### config.mk
export PLATFORM = sky130hd
export DESIGN_NAME = axi_lite_read_arbiter
export DESIGN_NICKNAME = d
export VERILOG_FILES = /design/src/rtl/axi_lite_read_arbiter.sv
export SDC_FILE = /design/constraint.sdc
export NUM_CORES = 1
export LEC_CHECK = 0
export CORE_ASPECT_RATIO = 1.5
export CORE_UTILIZATION = 35
export CTS_CLUSTER_DIAMETER = 40
export CTS_CLUSTER_SIZE = 8
export DETAILED_ROUTE_END_ITERATION = 16
export PLACE_DENSITY = 0.77
export SLEW_MARGIN = 20
export SYNTH_ARGS = -nofsm -noshare
export SYNTH_HDL_FRONTEND = slang
export SYNTH_SLANG_ARGS = --single-unit
### constraint.sdc
create_clock -name ACLK -period 2.6 [get_ports ACLK]
set_input_delay 0.39 -clock ACLK [delete_from_list [all_inputs] [get_ports ACLK]]
set_output_delay 0.39 -clock ACLK [all_outputs]
set_load 0.005 [all_outputs]
### src/rtl/axi_lite_read_arbiter.sv
// ============================================================================
// Module   : axi_lite_read_arbiter
// Brief    : Round-robin arbiter sharing one AXI-Lite read master port among
//            NUM_REQ requesters. Optional stall timeout under ARB_TIMEOUT_EN.
// Revision : 1.0 - initial release
// ============================================================================
`default_nettype none

module axi_lite_read_arbiter #(
    parameter int NUM_REQ     = 4,
    parameter int REG_WIDTH   = 32,
    parameter int TIMEOUT_CYC = 64
) (
    input  logic                           ACLK,
    input  logic                           ARESETN,
    input  logic [NUM_REQ-1:0]             REQ_RRQST,
    input  logic [NUM_REQ*REG_WIDTH-1:0]   REQ_RADDR,
    output logic [NUM_REQ-1:0]             REQ_GRANT,
    output logic [REG_WIDTH-1:0]           REQ_RDATA,
    output logic [NUM_REQ-1:0]             REQ_RVALID,
    output logic                           REQ_RERR,
    output logic                           M_RRQST,
    output logic [REG_WIDTH-1:0]           M_RADDR,
    input  logic                           M_ARACK,
    input  logic [REG_WIDTH-1:0]           M_RDATA,
    input  logic                           M_RDONE,
    output logic                           BUSY
);

    localparam int PTR_W = (NUM_REQ > 1) ? $clog2(NUM_REQ) : 1;

    if (NUM_REQ < 2 || NUM_REQ > 8 || TIMEOUT_CYC < 1) begin : g_param_check
        $error("axi_lite_read_arbiter: parameter out of range");
    end

    typedef enum logic [1:0] {
        S_IDLE = 2'd0,
        S_ADDR = 2'd1,
        S_DATA = 2'd2,
        S_RESP = 2'd3
    } state_t;

    state_t                 r_state;
    logic [PTR_W-1:0]       r_ptr;
    logic [NUM_REQ-1:0]     r_grant;
    logic [NUM_REQ-1:0]     r_rvalid;
    logic [REG_WIDTH-1:0]   r_rdata;
    logic [REG_WIDTH-1:0]   r_maddr;
    logic                   r_mrrqst;

    logic                   w_any;
    logic [PTR_W-1:0]       w_win;
    logic [PTR_W-1:0]       w_cand;
    int                     w_idx;

    // First requester after the last winner, wrapping modulo NUM_REQ.
    always_comb begin
        w_any  = 1'b0;
        w_win  = '0;
        w_cand = '0;
        w_idx  = 0;
        for (int k = 1; k <= NUM_REQ; k++) begin
            w_idx = int'(r_ptr) + k;
            if (w_idx >= NUM_REQ) w_idx = w_idx - NUM_REQ;
            w_cand = PTR_W'(w_idx);
            if (!w_any && REQ_RRQST[w_cand]) begin
                w_any = 1'b1;
                w_win = w_cand;
            end
        end
    end

`ifdef ARB_TIMEOUT_EN
    localparam int CNT_W = (TIMEOUT_CYC > 1) ? $clog2(TIMEOUT_CYC) : 1;
    logic [CNT_W-1:0] r_cnt;
    logic             r_rerr;
    logic             w_tmo;
    assign w_tmo    = (r_cnt == CNT_W'(TIMEOUT_CYC - 1));
    assign REQ_RERR = r_rerr;
`else
    assign REQ_RERR = 1'b0;
`endif

    always_ff @(posedge ACLK or negedge ARESETN) begin
        if (!ARESETN) begin
            r_state  <= S_IDLE;
            r_ptr    <= PTR_W'(NUM_REQ - 1);
            r_grant  <= '0;
            r_rvalid <= '0;
            r_rdata  <= '0;
            r_maddr  <= '0;
            r_mrrqst <= 1'b0;
`ifdef ARB_TIMEOUT_EN
            r_cnt    <= '0;
            r_rerr   <= 1'b0;
`endif
        end else begin
            case (r_state)
                S_IDLE: begin
                    if (w_any) begin
                        r_grant  <= {{(NUM_REQ-1){1'b0}}, 1'b1} << w_win;
                        r_maddr  <= REQ_RADDR[w_win*REG_WIDTH +: REG_WIDTH];
                        r_ptr    <= w_win;
                        r_mrrqst <= 1'b1;
                        r_state  <= S_ADDR;
`ifdef ARB_TIMEOUT_EN
                        r_cnt    <= '0;
`endif
                    end
                end
                S_ADDR: begin
                    if (M_ARACK) begin
                        r_mrrqst <= 1'b0;
                        r_state  <= S_DATA;
`ifdef ARB_TIMEOUT_EN
                        r_cnt    <= '0;
                    end else if (w_tmo) begin
                        r_mrrqst <= 1'b0;
                        r_rvalid <= r_grant;
                        r_rdata  <= '0;
                        r_rerr   <= 1'b1;
                        r_state  <= S_RESP;
                    end else begin
                        r_cnt    <= r_cnt + 1'b1;
`endif
                    end
                end
                S_DATA: begin
                    if (M_RDONE) begin
                        r_rdata  <= M_RDATA;
                        r_rvalid <= r_grant;
                        r_state  <= S_RESP;
`ifdef ARB_TIMEOUT_EN
                    end else if (w_tmo) begin
                        r_rvalid <= r_grant;
                        r_rdata  <= '0;
                        r_rerr   <= 1'b1;
                        r_state  <= S_RESP;
                    end else begin
                        r_cnt    <= r_cnt + 1'b1;
`endif
                    end
                end
                S_RESP: begin
                    r_grant  <= '0;
                    r_rvalid <= '0;
                    r_rdata  <= '0;
                    r_state  <= S_IDLE;
`ifdef ARB_TIMEOUT_EN
                    r_rerr   <= 1'b0;
`endif
                end
                default: r_state <= S_IDLE;
            endcase
        end
    end

    assign REQ_GRANT  = r_grant;
    assign REQ_RVALID = r_rvalid;
    assign REQ_RDATA  = r_rdata;
    assign M_RRQST    = r_mrrqst;
    assign M_RADDR    = r_maddr;
    assign BUSY       = (r_state != S_IDLE);

endmodule

`default_nettype wire
# --- Word-level counts from Yosys, hierarchy flattened ---
# Index checks and enable logic that the tools add are counted.
# W data, S select, Z words.
classes:
  bitwise_logic: 0
  n_mul: 0
  n_mux: 33
  n_lt_le_gt_ge: 8
  eq_ne: 6
  n_shift: 2
  div: 0
  n_reduce_logical: 16
  add_sub_neg: 8
op_table:
  columns: ["op", "count"]
  rows:
  - ["$shiftx A128 B8 Y32", 1]
  - ["$pmux W32 S2", 1]
  - ["$mux W32", 1]
  - ["$mux W2", 11]
  - ["$pmux W4 S2", 2]
  - ["$lt A2 B3 Y1 const B", 4]
  - ["$mux W1", 10]
  - ["$ge A3 B3 Y1 const B", 3]
  - ["$bmux W1 S2", 4]
  - ["$mux W4", 2]
  - ["$pmux W2 S4", 1]
  - ["$reduce_bool A2 Y1", 4]
  - ["$sub A2 B1 Y2 const B", 4]
  - ["$add A2 B2 Y3 const B", 2]
  - ["$ne A2 B2 Y1 const B", 3]
  - ["$reduce_and A2 Y1", 3]
  - ["$reduce_and A3 Y1", 2]
  - ["$add A2 B3 Y4 const B", 1]
  - ["$eq A2 B2 Y1 const B", 2]
  - ["$ge A4 B3 Y1 const B", 1]
  - ["$shl A1 B2 Y4 const A", 1]
  - ["$add A2 B1 Y3 const B", 1]
  - ["$logic_and A1 B1 Y1", 3]
  - ["$logic_not A1 Y1", 3]
  - ["other kinds (3)", 3]
word_totals:
  inputBits: 168
  latchBits: 0
  output_inout_bits: 75
  ramBits: 0
  regBits: 77
  romBits: 0
  memories: 0

# --- Longest topological paths before layout ---
# Gate-level depths: netlist of the first run.
logic_depth:
  ltp_word: 18
  depth_mapped: 8
  depth_no_buf: 6

# --- Least setup slack after synthesis of the first run ---
# OpenSTA, ideal clock, no wires.
synth_path:
  path_type: "register to register"
  start: "reg r_state[0]"
  end: "reg r_maddr[12], in the netlist M_RADDR[12]"
  t_required_ns: 2.518
  stages_incl_launch_ff: 9
  period_less_slack_ns: 1.678
  setup_slack_ns: 0.922
  path_buffers: 2
  arrival_time_ns: 1.596
  cell_sequence: "dfrtp_1 -> inv_1 -> ha_1 -> buf_2 -> inv_1 -> nor2_2 -> clkbuf_1 -> nor2_1 -> a31oi_1"
synth_via:
  elab_chain_len: 2
synth_rtl:
  columns: ["element", "line", "source"]
  rows:
  - ["from (decl)", "43", "state_t r_state;"]
  - ["from (signal assigned)", "86", "r_state <= S_IDLE;"]
  - ["from (signal assigned)", "105", "r_state <= S_ADDR;"]
  - ["from (signal assigned)", "114", "r_state <= S_DATA;"]
  - ["$logic_not A2 Y1", "98", "case (r_state)"]
  - ["$reduce_and A2 Y1 (no line)", null, null]
  - ["to (signal assigned)", "102", "r_maddr <= REQ_RADDR[w_win*REG_WIDTH +: REG_WIDTH];"]
  - ["to (decl)", "48", "logic [REG_WIDTH-1:0] r_maddr;"]
# Every way passes these cells.
# A chain may end at the register's enable or synchronous reset.

# --- Worst setup path after layout of the first run ---
layout_path:
  start: "reg r_state[0]"
  end: "out BUSY"
layout_via:
  elab_chain_len: 1
layout_rtl:
  columns: ["element", "line", "source"]
  rows:
  - ["$reduce_bool A2 Y1", "163", "assign BUSY = (r_state != S_IDLE);"]
  - ["to (decl)", "27", "output logic BUSY"]
# Every way passes these cells.

==> impl_results.md, run 1 <==
- Max-slew headroom: 0.364
- Nets: 815
- Post-DP HPWL: 9530 um
- Arrival time worst endpoint: 1.95 ns
- Period Utilization, post-route: 0.900
- RePlAce Congestion: 0.788
- Max Fclk: 427 MHz
- CP Launch Type: flop
- Routed WL per cell: 15.9 um
- VDD IR-drop max: 0.000427 V
- DIE HEIGHT: 131 um
- Post-layout util: 0.623
- Pwr Total: 6800 uW
- Global Route Usage Sum: 0.214
- Status: finished, final reports clean
- Setup WS post-layout: 0.259 ns
- Post-route DRC: 0
- Synth Register Bits: 77
- Std cell rows: 46
- Critical path class: flop to output pin
- DIE WIDTH: 87.9 um
- Initial DRC count: 296
- Initial antenna violation count: 0
- N_diodes: 0
- Worst-path clk slew: 0.06 ns
- Final Hold Vio Count: 0
- Lkg Pwr: 0.00270 uW
- Req. time, crit path: 2.21 ns
- Number of synthesized flops with an enable pin: 0
- Placement Cell Area: 6360 sq um
- Synth Instances: 419
- Placement Setup Slack: -0.00371 ns
- Area growth syn-to-layout: 71.2%
- Die Area: 11500 sq um
- H-tree depth: 3
- Fraction of registers with async set/reset: 1.00
- Worst Tran Pin Value: 0.954 ns
- Crit end category: output pin
- Crit Path Max Fanout: 9
- Final setup fails: 0
- DR vias/cell: 5.15
- Area contributors post-synth: dfrtp_1, nand2_1, a222oi_1
- Post-CTS Hold Buffers: 0
- Path type of the worst min-delay path: input port to async pin
- Initial Util: 0.364
- Layout cells sized above 1: 0.0572
- Total CTS buffers: 9
- Hold_ws: 0.198 ns
- Syn_area_per_cell: 9.25 sq um
- Synth top area share: 0.484
- Clock buffer depth: 2
- Post-DRT Antenna Nets: 0
- Total Wirelength: 12600 um
- Netlist cell types: 43
- Vias in the first global route: 3934
- Clock sinks: 77
- Post-cts sizing count: 0
- Worst-case clock skew: 0.00588 ns
- Warnings, synthesis: 0
- PD cells: 1030 nW/um^2
- Max Cap Violations: 0
- CTS tree: built
- Commonest non-fill, non-tap cell in the layout: clkdlybuf4s50_1
- Core area: 10600 sq um
- Mapped Nets: 591
- Routed vias: 4075
- Clock root cell: clkbuf_16
- Sequential fraction of the synthesis area: 0.498
- Final non-filler cell area: 6640 sq um
- Main flop type after synthesis: dfrtp_1
- Pre-antenna DRT Iters: 6
- Number of setup buffers added after CTS: 0
- I/O Buffers: 241
- GR Overflow Total: 0
- Wire length of the first global-routing pass: 18900 um
- Largest net degree at the start of global routing: 78
- RSZ-0062 raised after global routing: false
- Tmin final: 2.34 ns
- Post-Syn Area: 3880 sq um
- Yosys top cell by area: dfrtp_1
- I/O Pins: 243
- Commonest cells after routing, fill and taps aside: clkdlybuf4s50_1, nand2_1, dfrtp_1, o21ai_0, nor2_1
- Slew Viols, Final: 0
- Clk Latency, worst-skew pair: 0.33 ns
-- state kept, by name (all words and copies together), names as in the netlist --
| register | cells |
|---|---|
| REQ_GRANT | 4 |
| r_ptr | 2 |
| M_RRQST | 1 |
| r_state | 2 |
| REQ_RVALID | 4 |
| M_RADDR | 32 |
| REQ_RDATA | 32 |
-- logic make-up after synthesis --
kind of cell / synth area share
adders and majority gates: 0.0129
other: 0.000967
muxes: 0.00516
buffers and inverters: 0.0662
AOI/OAI and AO/OA: 0.251
DFF: 0.498
and+or+nand+nor: 0.166
-- synth_stat cells (2+ instances only) --
cell and count:
o21ai_0 39, inv_1 7, buf_6 9, a31oi_1 32, nor2_1 36, mux2i_1 2, a221oi_1 2, a21oi_1 8
ha_1 4, clkbuf_1 13, nand2_1 112, dfrtp_1 75, buf_2 13, a222oi_1 32, nand2b_1 4, a21oi_2 2
dfstp_2 2, buf_4 2
-- critical path, stage by stage, from the launching register on --
cell and delay, ns:
dfrtp_1 0.40, inv_1 0.09, ha_1 0.32, inv_1 0.24
clkdlybuf4s50_1 0.57
-- routing by layer --
| metal | vias up | share of wire | global-route usage |
|---|---|---|---|
| li1 | 1964 | - | - |
| met1 | 1863 | 0.37 | 0.232 |
| met2 | 226 | 0.52 | 0.386 |
| met3 | 22 | 0.088 | 0.0496 |
| met4 | 0 | 0.026 | 0.102 |
| met5 | - | 0 | 0 |
-- final cells by class --
| type | count | area [sq um] |
|---|---|---|
| fillers | 876 | 4010 |
| repair buffers | 250 | 2500 |
| flip-flops and latches | 77 | 1930 |
| multi-input cells | 298 | 1720 |
| clock buffers | 12 | 256 |
| well taps | 144 | 180 |
| inverters | 7 | 26.3 |
| clock inverters | 3 | 21.3 |
-- worst paths after layout --
kind | start | to | slack [ns] | cells past startpoint
worst max-delay path | r_state[0]$_DFFE_PN0P_ | BUSY | 0.26 | 4
worst min-delay path | ARESETN | REQ_RDATA[27]$_DFFE_PN0P_ | 0.20 | 1
worst max register to register | r_ptr[1]$_DFFE_PN1P_ | M_RADDR[14]$_DFFE_PN0P_ | 0.51 | 5
worst min register to register | REQ_RDATA[29]$_DFFE_PN0P_ | REQ_RDATA[29]$_DFFE_PN0P_ | 0.48 | 2
max in group asynchronous | ARESETN | M_RADDR[24]$_DFFE_PN0P_ | 1.77 | 1
min in group ACLK | REQ_RDATA[29]$_DFFE_PN0P_ | REQ_RDATA[29]$_DFFE_PN0P_ | 0.48 | 2
-- metrics by stage --
stage                     setup TNS (ns)  cells
after CTS                              0    791
after global routing                   0    791
final                                  0    791
after global placement                 0    776
after floorplan                        0    419
after detailed placement        -0.00371    776
-- power by group --
part,total (uW),internal (uW),switching (uW)
Combinational,3500,1880,1620
Sequential,2150,1790,357
Clock,1160,693,463
Total,6800,4360,2440
Note: power is estimated with default switching activity, not from simulation.
==> inputs of run 2 (changes only) <==
- SLEW_MARGIN: 20 -> default
==> results of run 2 <==
No change in the layout: final DEF, timing and power equal those of run 1.
